[config.mk]
export PLATFORM = sky130hd
export DESIGN_NAME = mem_arb
export DESIGN_NICKNAME = d
export VERILOG_FILES = /design/src/rtl/mem_arb.sv
export SDC_FILE = /design/constraint.sdc
export NUM_CORES = 1
export LEC_CHECK = 0
export BUFFER_PORTS_ARGS = -buffer_cell sky130_fd_sc_hd__buf_2
export CORE_ASPECT_RATIO = 1.4
export CORE_UTILIZATION = 52
export CTS_BUF_LIST = sky130_fd_sc_hd__clkbuf_8
export DETAILED_ROUTE_END_ITERATION = 10
export PLACE_DENSITY_LB_ADDON = 0.15
export SLEW_MARGIN = 20
export SYNTH_ARGS = -nofsm -noshare
export SYNTH_HDL_FRONTEND = slang
export SYNTH_SLANG_ARGS = --single-unit
[constraint.sdc]
create_clock -name clk -period 6.4 [get_ports clk]
set_input_delay 1.28 -clock clk [delete_from_list [all_inputs] [get_ports clk]]
set_output_delay 1.28 -clock clk [all_outputs]
set_load 0.05 [all_outputs]
[src/rtl/mem_arb.sv]
// mem_arb: arbitrates an instruction-fetch port and a data-memory port onto one
// memory bus. Each transaction walks IDLE -> ACC -> ACK -> IDLE. A misaligned
// address skips the memory cycle and goes straight to ACK. A stalled memory is
// cut off after TIMEOUT wait cycles.
module mem_arb #(
    parameter int FAIR    = 1,
    parameter int TIMEOUT = 8
) (
    input  logic        clk,
    input  logic        rst,
    input  logic        if_req,
    input  logic [31:0] if_addr,
    output logic        if_ack,
    output logic [31:0] if_rdata,
    input  logic        dm_req,
    input  logic        dm_we,
    input  logic [31:0] dm_addr,
    input  logic [31:0] dm_wdata,
    output logic        dm_ack,
    output logic [31:0] dm_rdata,
    output logic        mem_en,
    output logic        mem_we,
    output logic [31:0] mem_addr,
    output logic [31:0] mem_wdata,
    input  logic [31:0] mem_rdata,
    input  logic        mem_rdy,
    output logic [1:0]  grant,
    output logic        err
);

    typedef enum logic [1:0] {
        ST_IDLE = 2'b00,
        ST_ACC  = 2'b01,
        ST_ACK  = 2'b10
    } state_t;

    localparam logic [1:0]  GNT_NONE = 2'b00;
    localparam logic [1:0]  GNT_IF   = 2'b01;
    localparam logic [1:0]  GNT_DM   = 2'b10;
    localparam logic [7:0]  TMO_C    = 8'(TIMEOUT);
    localparam logic [31:0] POISON_C = 32'hDEADBEEF;
    localparam logic        FAIR_C   = (FAIR != 0);

    // A word access needs the two low address bits clear.
    function automatic logic is_misaligned(input logic [31:0] a);
        return (a[1:0] != 2'b00);
    endfunction

    state_t      state_r, state_nxt_s;
    logic [1:0]  grant_r, grant_nxt_s;
    logic [7:0]  wait_r, wait_nxt_s, wait_inc_s;
    logic [31:0] addr_r, addr_nxt_s;
    logic [31:0] wdata_r, wdata_nxt_s;
    logic        we_r, we_nxt_s;
    logic        last_dm_r;
    logic        pick_dm_s, take_s, misal_s, timeout_s;
    logic        rd_upd_s;
    logic [31:0] rd_val_s;
    logic        err_r, mem_en_r, mem_we_r, if_ack_r, dm_ack_r;
    logic [31:0] if_rdata_r, dm_rdata_r;

    assign wait_inc_s = wait_r + 8'd1;

    // Next-state, arbitration and read-data selection.
    always_comb begin
        state_nxt_s = state_r;
        grant_nxt_s = grant_r;
        wait_nxt_s  = wait_r;
        addr_nxt_s  = addr_r;
        wdata_nxt_s = wdata_r;
        we_nxt_s    = we_r;
        pick_dm_s   = 1'b0;
        take_s      = 1'b0;
        misal_s     = 1'b0;
        timeout_s   = 1'b0;
        rd_upd_s    = 1'b0;
        rd_val_s    = 32'd0;
        case (state_r)
            ST_IDLE: begin
                wait_nxt_s  = 8'd0;
                grant_nxt_s = GNT_NONE;
                if (if_req && dm_req) begin
                    // Tie: alternate when fair, otherwise data always wins.
                    if (FAIR_C) begin
                        pick_dm_s = ~last_dm_r;
                    end else begin
                        pick_dm_s = 1'b1;
                    end
                end else begin
                    pick_dm_s = dm_req;
                end
                if (if_req || dm_req) begin
                    take_s      = 1'b1;
                    grant_nxt_s = pick_dm_s ? GNT_DM : GNT_IF;
                    addr_nxt_s  = pick_dm_s ? dm_addr : if_addr;
                    wdata_nxt_s = pick_dm_s ? dm_wdata : 32'd0;
                    we_nxt_s    = pick_dm_s & dm_we;
                    misal_s     = is_misaligned(addr_nxt_s);
                    if (misal_s) begin
                        state_nxt_s = ST_ACK;
                        rd_upd_s    = ~we_nxt_s;
                        rd_val_s    = 32'd0;
                    end else begin
                        state_nxt_s = ST_ACC;
                    end
                end else begin
                    state_nxt_s = ST_IDLE;
                end
            end
            ST_ACC: begin
                if (mem_rdy) begin
                    state_nxt_s = ST_ACK;
                    rd_upd_s    = ~we_r;
                    rd_val_s    = mem_rdata;
                end else begin
                    wait_nxt_s = wait_inc_s;
                    if (wait_inc_s == TMO_C) begin
                        timeout_s   = 1'b1;
                        state_nxt_s = ST_ACK;
                        rd_upd_s    = ~we_r;
                        rd_val_s    = POISON_C;
                    end else begin
                        state_nxt_s = ST_ACC;
                    end
                end
            end
            ST_ACK: begin
                state_nxt_s = ST_IDLE;
                grant_nxt_s = GNT_NONE;
            end
            default: begin
                state_nxt_s = ST_IDLE;
                grant_nxt_s = GNT_NONE;
            end
        endcase
    end

    // FSM state register.
    always_ff @(posedge clk or negedge rst) begin
        if (!rst) begin
            state_r <= ST_IDLE;
        end else begin
            state_r <= state_nxt_s;
        end
    end

    // Latched request, wait counter, registered bus/handshake outputs and status.
    always_ff @(posedge clk or negedge rst) begin
        if (!rst) begin
            grant_r    <= GNT_NONE;
            wait_r     <= 8'd0;
            addr_r     <= 32'd0;
            wdata_r    <= 32'd0;
            we_r       <= 1'b0;
            last_dm_r  <= 1'b1;
            err_r      <= 1'b0;
            mem_en_r   <= 1'b0;
            mem_we_r   <= 1'b0;
            if_ack_r   <= 1'b0;
            dm_ack_r   <= 1'b0;
            if_rdata_r <= 32'd0;
            dm_rdata_r <= 32'd0;
        end else begin
            grant_r  <= grant_nxt_s;
            wait_r   <= wait_nxt_s;
            addr_r   <= addr_nxt_s;
            wdata_r  <= wdata_nxt_s;
            we_r     <= we_nxt_s;
            mem_en_r <= (state_nxt_s == ST_ACC);
            mem_we_r <= (state_nxt_s == ST_ACC) & we_nxt_s;
            if_ack_r <= (state_nxt_s == ST_ACK) && (grant_nxt_s == GNT_IF);
            dm_ack_r <= (state_nxt_s == ST_ACK) && (grant_nxt_s == GNT_DM);
            if (take_s) begin
                last_dm_r <= pick_dm_s;
            end
            if (misal_s || timeout_s) begin
                err_r <= 1'b1;
            end
            if (rd_upd_s) begin
                if (grant_nxt_s == GNT_IF) begin
                    if_rdata_r <= rd_val_s;
                end else begin
                    dm_rdata_r <= rd_val_s;
                end
            end
        end
    end

    assign grant     = grant_r;
    assign err       = err_r;
    assign mem_en    = mem_en_r;
    assign mem_we    = mem_we_r;
    assign mem_addr  = addr_r;
    assign mem_wdata = wdata_r;
    assign if_ack    = if_ack_r;
    assign dm_ack    = dm_ack_r;
    assign if_rdata  = if_rdata_r;
    assign dm_rdata  = dm_rdata_r;

endmodule

Yosys cells after proc, flatten, opt, wreduce, memory -nomap -nowiden:

Cells that the tools add are included.

* reduce and logical (&&, ||, !) cells: 12
* mux-type cells: 32
* equal/unequal tests: 7
* $add $sub $neg: 1
* bitwise gates (word level): 6

Operator list (count)
* $mux 32: 5
* $mux 1: 16
* $pmux 8 s2: 1
* $mux 2: 6
* $add 8x1->8 const B: 1
* $eq 8x4->1 const B: 1
* $mux 8: 1
* $pmux 2 s2: 2
* $reduce_and 2->1: 4
* $eq 2x1->1 const B: 3
* $eq 2x2->1 const B: 2
* $not 1->1: 4
* $reduce_bool 2->1: 2
* $logic_and 1x1->1: 3
* $and 1x1->1: 2
* $logic_not 2->1: 1
* $logic_or 1x1->1: 2
* $ne 2x2->1 const B: 1
* $pmux 1 s2: 1

* bits of input ports: 134
* flip-flop bits (word level): 147
* logic and storage cells: 72

Logic depth before layout (Yosys ltp):

* depth after elaboration: 10
* mapped depth: 8
* depth with buffers taken out: 7

Worst setup path before layout:

Ideal clock, no wire load.

* path kind: input-to-reg
* start point: input port dm_req
* end point: register if_rdata_r[14] (netlist: if_rdata[14])
* required time: 6.273 ns
* stages: 7
* path slack: 3.611 ns
* setup time: 0.127 ns
* arrival time: 2.662 ns
* cells stage by stage: a21boi_4 -> and2_1 -> a21o_1 -> or2_1 -> a21oi_4 -> buf_6 -> mux2_1

RTL lines
* from (decl): line 15 `input logic dm_req,`
* $logic_and 1x1->1: line 82 `if (if_req && dm_req) begin`
* $mux 1: line 82
* $mux 1: line 78 `case (state_r)`
* $mux 2: line 94 `grant_nxt_s = pick_dm_s ? GNT_DM : GNT_IF;`
* $mux 2 (*): line 92 `if (if_req || dm_req) begin`
* $pmux 2 s2 (*): line 78
* named net grant_nxt_s[1]: line 50 `logic [1:0] grant_r, grant_nxt_s;`
* $eq 2x1->1 (*): line 180 `if (grant_nxt_s == GNT_IF) begin`
* $reduce_and 2->1 (no line) (*)
* to (signal assigned): line 181 `if_rdata_r <= rd_val_s;`
* to (decl): line 60 `logic [31:0] if_rdata_r, dm_rdata_r;`

Mark *: on every way through the listed nets, which the timed path passes. The rest lies on a longest branch. The select of a mux whose other input is x is not followed.
A chain may end at the register's enable or synchronous reset.

Final worst setup path:

* start point: input port mem_rdy
* end point: register dm_rdata_r[4] (netlist: dm_rdata[4])

* cells in the longest elaborated chain, start to end: 3

RTL lines
* from (decl): line 26 `input logic mem_rdy,`
* $mux 1: line 111 `if (mem_rdy) begin`
* $pmux 1 s2: line 78
* $reduce_and 2->1 (no line)
* to (signal assigned): line 183 `dm_rdata_r <= rd_val_s;`
* to (decl): line 60

Several ways; a longest one is shown, not always the timed one.

==> results.yml <==
run_status:
  status: "completed"
worst_setup_path:
  cp_max_fo: 32
  worstRegToRegCells: 6
  required_ns: 6.71
  timing.rr.start: "state_r[1]"
  worstPathArrival_ns: 3.89
  reg2reg_slack_ns: 3.14
  critPathKind: "input pin to flip-flop"
  crit_path_start: "mem_rdy"
  start_kind: "input pin"
  cp-end-kind: "flip-flop"
  r2r-end: "if_rdata[4]"
logic_synthesis:
  ys_ff_latch: 147
  synthesis.nets: 607
  ys_seq_area_share_pct: 61.6
  avgSynthCellArea_um2: 12.7
  synthCells: 471
  yosys.area_share.adder_pct: 0.419
  synth.area.mux_share_pct: 4.25
  synthArstFlopShare_pct: 100
  yosysWarnings: 0
  synth_top_family_by_area: "compound AO/OA/AOI/OAI gates"
  synth_cell_types: 45
  synth-simple-area-share_pct: 6.79
  synth_top_flop_cell: "dfrtp_1"
  netlist_area_um2: 5970
  synth_edf_count: 0
  synth_xor_area_share_pct: 0.440
  synth-compound-area-share_pct: 21.4
cells_and_area:
  mostFrequentLayoutCell: "buf_2"
  drive_gt1_share_pct: 43.3
  finalNonFillerCells: 878
  fin_nets: 862
  multi_input_area_um2: 2000
  regArea_um2: 3680
  final_cell_mix: "buf_2 (267), dfrtp_1 (146), a2bb2oi_1 (48), a22o_1 (38), inv_1 (34)"
  syn2layout_area_growth_pct: 29.6
  diodes: 0
  filler_cell_count: 836
worst_hold_path:
  worstHoldEndpoint: "mem_addr[1]"
  hp-class: "flip-flop to flip-flop"
  hp-start: "mem_addr[1]"
  min_path_cells: 2
timing:
  tightest_slew_ns: 0.964
  relSlewSlack_pct: 35.8
  skew_ns: 0.00820
  fmax_mhz: 279
  setup_violations: 0
  period_needed_ns: 3.58
  setup-tns-final_ns: 0
  period_share_pct: 55.9
  hold_violations: 0
  rsz0062_at_grt: "no"
  slew_violations: 0
pwr:
  power_frac_comb_pct: 54.5
  pwr_density_cell_nw_per_um2: 643
  p_int_uw: 2390
  swShare_pct: 52.1
  power_frac_clock_pct: 13.4
  seqPwrFrac_pct: 32.0
  p_sw_uw: 2590
  leakage_uw: 0.00417
  ir_drop_mv: 0.356
drt:
  drtPass1Iterations: 5
  via_per_inst: 5.66
  drt_wl_total_um: 15700
  drc_errors: 0
  wl_per_cell_um: 17.9
  vias: 4970
  final_antenna_net_count: 0
  first_iter_violations: 372
cts:
  ctsResizeCount: 0
  holdBufCountCts: 0
  clk_latency_ns: 0.43
  cts_tree: "done"
  clock-root-buffer: "clkbuf_8"
  cts_buffers: 17
  path_clk_slew_ns: 0.07
  cts.htree.levels: 4
  cts_buffer_depth: 2
  cts.sink_count: 147
  postCtsSetupBuffers: 0
global_route:
  grtUsageTotal_pct: 26.9
  overflow: 0
  grt_pass1_vias: 4842
  grt_pass1_wl_um: 24400
  grt_max_degree: 93
  grt_antenna_before_repair: 0
placement:
  port_buffers: 268
  dp_cells: 848
  dpl.hpwl_um: 11300
  gp_congestion: 0.817
die:
  die_h_um: 129
  core-area_um2: 11000
  dieArea_um2: 11900
  start_util_pct: 54.1
  num_rows: 45
  die_x_um: 92.6
  ios: 269
job:
  drv_cap: 0
==> power groups by stage <==
stage                     registers [µW]  clock network, µW  logic [µW]
after CTS                           1590                688        2730
after global placement              1590                  0        2690
after global routing                1640                732        2850
after detailed placement            1590                  0        2730
final                               1600                670        2710
after floorplan                     2920                  0         730
==> worst max path at each step <==
stage	end	slack (ns)	cells after the start
final	dm_rdata[4]	2.82	5
after floorplan	if_rdata[14]	3.61	7
after detailed placement	if_rdata[8]	2.25	7
after global placement	if_rdata[8]	2.34	7
after CTS	if_rdata[4]	2.72	7
after global routing	dm_rdata[4]	2.61	5
==> state kept, by name (all words and copies together), names as in the netlist, 2 cells and up <==
signal	count
if_rdata	32
mem_wdata	32
wait_r	8
state_r	2
grant	2
mem_addr	32
dm_rdata	32
==> final cells by class <==
| class | count | share of cell area, % |
|---|---|---|
| Timing Repair Buffer | 274 | 18.0 |
| Multi-Input combinational cell | 254 | 25.9 |
| Clock buffer | 18 | 3.20 |
| Clock inverter | 12 | 1.54 |
| Sequential cell | 147 | 47.5 |
| Tap cell | 141 | 2.28 |
| Inverter | 32 | 1.55 |
==> synthesized netlist by cell type, types with 3 or more instances <==
cell type  instances  area [µm²]
and3_1            10        62.6
dfrtp_1          146        3650
a21oi_1            6        30.0
a222oi_1          30         300
a21o_1             4        30.0
buf_2              4        20.0
inv_1             32         120
mux2_2             5        56.3
buf_1              3        11.3
nor2_1            15        56.3
o21ai_0            5        25.0
buf_4              5        37.5
o31ai_1            4        30.0
a22o_1            38         333
nand2_1           33         124
nand3_1            4        20.0
a2bb2oi_1         48         420
mux2i_1            4        40.0
clkbuf_1          23        86.3
mux2_1            12         135
and2_1             6        37.5
==> critical path, cell delays in order <==
cell and delay [ns]:
buf_2 0.28, and2_1 0.82, a2bb2oi_2 0.26, a21oi_4 0.82
mux2_2 0.41
==> cell families after synthesis <==
kind of cell,after synthesis
fa+ha+maj,2
mux,22
buf+inv,70
simple gates,82
flops,147
compound gates,145
xor+xnor,3
==> metal layers <==
metal  GRT usage, %  vias up  routed length (µm)
li1               -     2262                   -
met1           33.9     2433                6330
met2           45.2      261                8010
met3           6.62       14                1190
met4           9.28        0                 205
met5              0        -                   0
==> metrics by stage <==
| stage | util, % | setup WS [ns] | hold WS, ns | total power [µW] | instance area, µm² |
|---|---|---|---|---|---|
| after floorplan | - | 3.61 | 0.488 | 3650 | 5970 |
| after global placement | 66.8 | 2.34 | 0.459 | 4280 | 7370 |
| after detailed placement | 66.8 | 2.25 | 0.470 | 4330 | 7370 |
| after CTS | 70.1 | 2.72 | 0.486 | 5010 | 7740 |
| after global routing | 70.1 | 2.61 | 0.498 | 5220 | 7740 |
| final | 70.1 | 2.82 | 0.479 | 4980 | 7740 |
(Power assumes the default switching activity.)
